===== config.mk =====
export PLATFORM = sky130hd
export DESIGN_NAME = dct_lane_cmp
export DESIGN_NICKNAME = d
export VERILOG_FILES = /design/src/rtl/dct_chk_pkg.sv /design/src/rtl/dct_lane_cmp.sv
export SDC_FILE = /design/constraint.sdc
export NUM_CORES = 1
export LEC_CHECK = 0
export ABC_AREA = 1
export CAP_MARGIN = 20
export CORE_MARGIN = 2
export CORE_UTILIZATION = 29
export DETAILED_ROUTE_END_ITERATION = 12
export GPL_ROUTABILITY_DRIVEN = 0
export HOLD_SLACK_MARGIN = 0.06
export MAX_ROUTING_LAYER = met4
export PLACE_DENSITY = 0.92
export SETUP_SLACK_MARGIN = 0.1
export SLEW_MARGIN = 20
export SYNTH_ARGS = -nofsm -noshare
export SYNTH_HDL_FRONTEND = slang
export SYNTH_SLANG_ARGS = --single-unit

===== constraint.sdc =====
create_clock -name clk -period 0.8 [get_ports clk]
set_clock_uncertainty 0.2 [all_clocks]
set_input_delay 0.08 -clock clk [delete_from_list [all_inputs] [get_ports clk]]
set_output_delay 0.08 -clock clk [all_outputs]
set_load 0.03 [all_outputs]

===== src/rtl/dct_chk_pkg.sv =====
`default_nettype none
// dct_chk_pkg -- shared FSM encoding and default geometry for dct_vec_checker.
// Rev 1.0
package dct_chk_pkg;

  localparam int DEF_BW    = 11;
  localparam int DEF_LANES = 8;
  localparam int DEF_DEPTH = 32768;
  localparam int DEF_SKW   = 16;

  typedef logic [1:0] state_t;

  localparam state_t S_IDLE  = 2'd0;
  localparam state_t S_SKEW  = 2'd1;
  localparam state_t S_RUN   = 2'd2;
  localparam state_t S_DRAIN = 2'd3;

endpackage
`default_nettype wire


===== src/rtl/dct_lane_cmp.sv =====
`default_nettype none
// dct_lane_cmp -- registered lane-by-lane inequality mask of two LANES x BW vectors.
// Rev 1.0
module dct_lane_cmp
  import dct_chk_pkg::*;
#(
  parameter int BW    = DEF_BW,
  parameter int LANES = DEF_LANES
) (
  input  logic                  clk,
  input  logic                  reset,
  input  logic                  flush,
  input  logic                  in_valid,
  input  logic [LANES*BW-1:0]   act_vec,
  input  logic [LANES*BW-1:0]   exp_vec,
  output logic                  out_valid,
  output logic [LANES-1:0]      mask
);

  logic [LANES-1:0] neq;

  for (genvar l = 0; l < LANES; l++) begin : g_lane
    assign neq[l] = act_vec[l*BW +: BW] != exp_vec[l*BW +: BW];
  end

  always_ff @(posedge clk or negedge reset) begin
    if (!reset) begin
      out_valid <= 1'b0;
      mask      <= '0;
    end else if (flush) begin
      out_valid <= 1'b0;
      mask      <= '0;
    end else begin
      out_valid <= in_valid;
      mask      <= in_valid ? neq : '0;
    end
  end

endmodule
`default_nettype wire


==> flow_metrics.env <==
export IMPL_vdd_drop_max_mv=0.5127
export IMPL_layout_nets=744
export IMPL_grt_max_degree=6
export IMPL_synth_seq_area_share_pct=12.60
export IMPL_path_cells="buf_6"
export IMPL_hold_violations=9
export IMPL_grt_pass1_vias=2749
export IMPL_syn_nets=545
export IMPL_grt_usage_pct=21.38
export IMPL_fillers=575
export IMPL_ant_nets=0
export IMPL_status="complete, but fails checks"
export IMPL_antenna_found_initial=0
export IMPL_min_period_ns=1.044
export IMPL_violations="hold timing, setup timing"
export IMPL_die_h_um=82.52
export IMPL_drtPass1Iterations=6
export IMPL_critPathSlowestCell="dfrtp_2"
export IMPL_synth_area_per_cell_um2=4.899
export IMPL_p_int_mw=1.841
export IMPL_drtIter0Drc=36
export IMPL_synthDistinctLibCells=9
export IMPL_synth_area_um2=1788
export IMPL_clk_path_buf_depth=2
export IMPL_cts_max_level=1
export IMPL_critical_path_n_buffers_inverters=1
export IMPL_hpwl_mm=6.363
export IMPL_fmax_mhz=957.5
export IMPL_numPlacedInstances=631
export IMPL_die_w_um=82.52
export IMPL_maxCapViolations=0
export IMPL_synth_warnings=0
export IMPL_viasPerCell=4.254
export IMPL_startpoint_type="flip-flop"
export IMPL_synth_top_area_share_pct=35.48
export IMPL_worst_setup_path_type="reg2out"
export IMPL_clock_tree_root_cell="clkbuf_8"
export IMPL_cts_tree="built"
export IMPL_hold_ws_ns=-0.04984
export IMPL_required_ns=0.52
export IMPL_numCtsBuffers=3
export IMPL_synth_area_leaders="nand2_1 (35%), inv_1 (21%), xnor2_1 (19%), dfrtp_1 (13%), nor2_1 (6.9%)"
export IMPL_pwr_share_comb_pct=63.2
export IMPL_p_clk_share_pct=19.0
export IMPL_diodes=0
export IMPL_pin_count=189
export IMPL_powerDensity_nw_per_um2=727.0
export IMPL_p_leak_nw=2.336
export IMPL_area_growth_synth_to_final_pct=114.1
export IMPL_grt_pass1_wl_mm=10.94
export IMPL_endpoint_kind="output port"
export IMPL_io_buffers=188
export IMPL_power_switching_share_pct=33.83
export IMPL_drive_above_1_share_pct=51.69
export IMPL_synth_top_area_cell="nand2_1"
export IMPL_power_frac_seq_pct=17.8
export IMPL_synth_cells=365
export IMPL_period_share_pct=130.6
export IMPL_cts_sinks=9
export IMPL_die_area_um2=6810
export IMPL_core_area_um2=5956
export IMPL_fp_row_count=28
export IMPL_clkSlewWorstSetupHoldPaths_ns=0.05
export IMPL_setup_tns_ns=-2.324
export IMPL_critPathMaxStageDelay_ns=0.40
export IMPL_cp_data_arrival_time_ns=0.76
export IMPL_vias=2714
export IMPL_finalMaxSlewViolations=0
export IMPL_grt_overflow=0
export IMPL_worst_slew_margin_rel_pct=86.08
export IMPL_setup_viol=10
export IMPL_final_cells=638
export IMPL_rsz0062_at_grt="yes"
export IMPL_fin_ws_ns=-0.2444
export IMPL_synth_seq_cells=9
export IMPL_path_max_fanout=1
export IMPL_hold_class="in2async"
export IMPL_start_util_pct=30.02
export IMPL_crit_family="flip-flops"
export IMPL_wire_per_inst_um=12.04
export IMPL_max_slew_worst_pin_slew_ns=0.2080
export IMPL_remaining_drc_errors=0
export IMPL_p_sw_mw=0.9414
export IMPL_drt_total_wl_mm=7.682
sequential cells by signal (all words and copies together), names as in the netlist:
register	flops
mask	8
out_valid	1
cell families after synthesis:
family | synth area share, %
compound gates | 1.959
xor+xnor | 19.59
simple gates | 45.28
buf+inv | 20.57
flops | 12.60
cell usage in the layout, fill, tap and decap left out:
cell,synthesis,layout
clkbuf_2,0,32
clkbuf_8,0,3
buf_4,0,4
dfrtp_1,9,1
inv_1,98,62
dlygate4sd2_1,0,16
clkdlybuf4s15_2,0,1
clkdlybuf4s50_1,0,1
xnor2_1,39,16
inv_2,0,35
buf_2,0,60
xnor2_2,0,23
nor2_2,0,18
nor2_4,1,2
a21oi_2,0,7
clkinvlp_4,0,1
buf_6,0,68
nand3_2,0,4
nor2_1,33,14
clkdlybuf4s15_1,0,6
clkbuf_1,0,1
nand2_1,169,150
nand3_1,8,4
buf_8,0,6
dfrtp_2,0,8
xor2_1,1,1
nand2_2,0,19
cell usage after synthesis, drive strengths merged:
library cell	n
nand3	8
nand2	169
dfrtp	9
nor2	34
inv	98
a21oi	7
xor2	1
xnor2	39
power groups by stage:
stage	clock network, mW	registers (mW)	logic (mW)
2_1_floorplan	0	0.546	0.547
3_3_place_gp	0	0.496	1.66
3_5_place_dp	0	0.497	1.72
4_1_cts	0.547	0.495	1.54
5_1_grt	0.584	0.495	1.93
6_report	0.529	0.494	1.76
per-layer routing:
metal  share of wire, %  track usage (%)  vias up  routed length (µm)
met4                2.4            7.213        0                 181
met3                9.6            4.348       14                 735
met1                 28            16.22     1174                2189
met5                  0                -        -                   0
li1                   -                -     1409                   -
met2                 60            47.34      117                4575
metrics by stage:
step / power, mW / utilization (%) / instance area (µm²) / setup slack, ns
floorplan: 1.093 / - / 1813 / 0.003192
global placement: 2.156 / 63.61 / 3789 / -0.5797
detailed placement: 2.221 / 63.61 / 3789 / -0.6804
CTS: 2.579 / 59.98 / 3572 / -0.2553
global route: 3.009 / 64.26 / 3827 / -0.2799
finish: 2.782 / 64.26 / 3827 / -0.2444
layout make-up:
type                       instances  area, µm²  area share [%]
clock buffer                       4      45.04           1.177
inverter                          98      371.6           9.709
multi-input combinational        258       1514           39.56
sequential                         9      235.2           6.146
tap                               75      93.84           2.452
timing repair buffer             194       1568           40.96
repair_timing:
action	in CTS	in global routing
gates resized for setup	629	158
endpoints found under the setup margin	18	17
hold endpoints to repair	15	17
pin swaps	169	133
buffers inserted	3	0
final timing paths:
| path | from | end | slack [ns] | cells past startpoint |
|---|---|---|---|---|
| max in group asynchronous | reset | mask[1] | 0.32 | 2 |
| max | mask[0] | mask[0] | -0.24 | 1 |
| min in group clk | flush | mask[2] | 0.02 | 5 |
| min | reset | mask[4] | -0.05 | 2 |
Power figures use the tool's default switching activity.
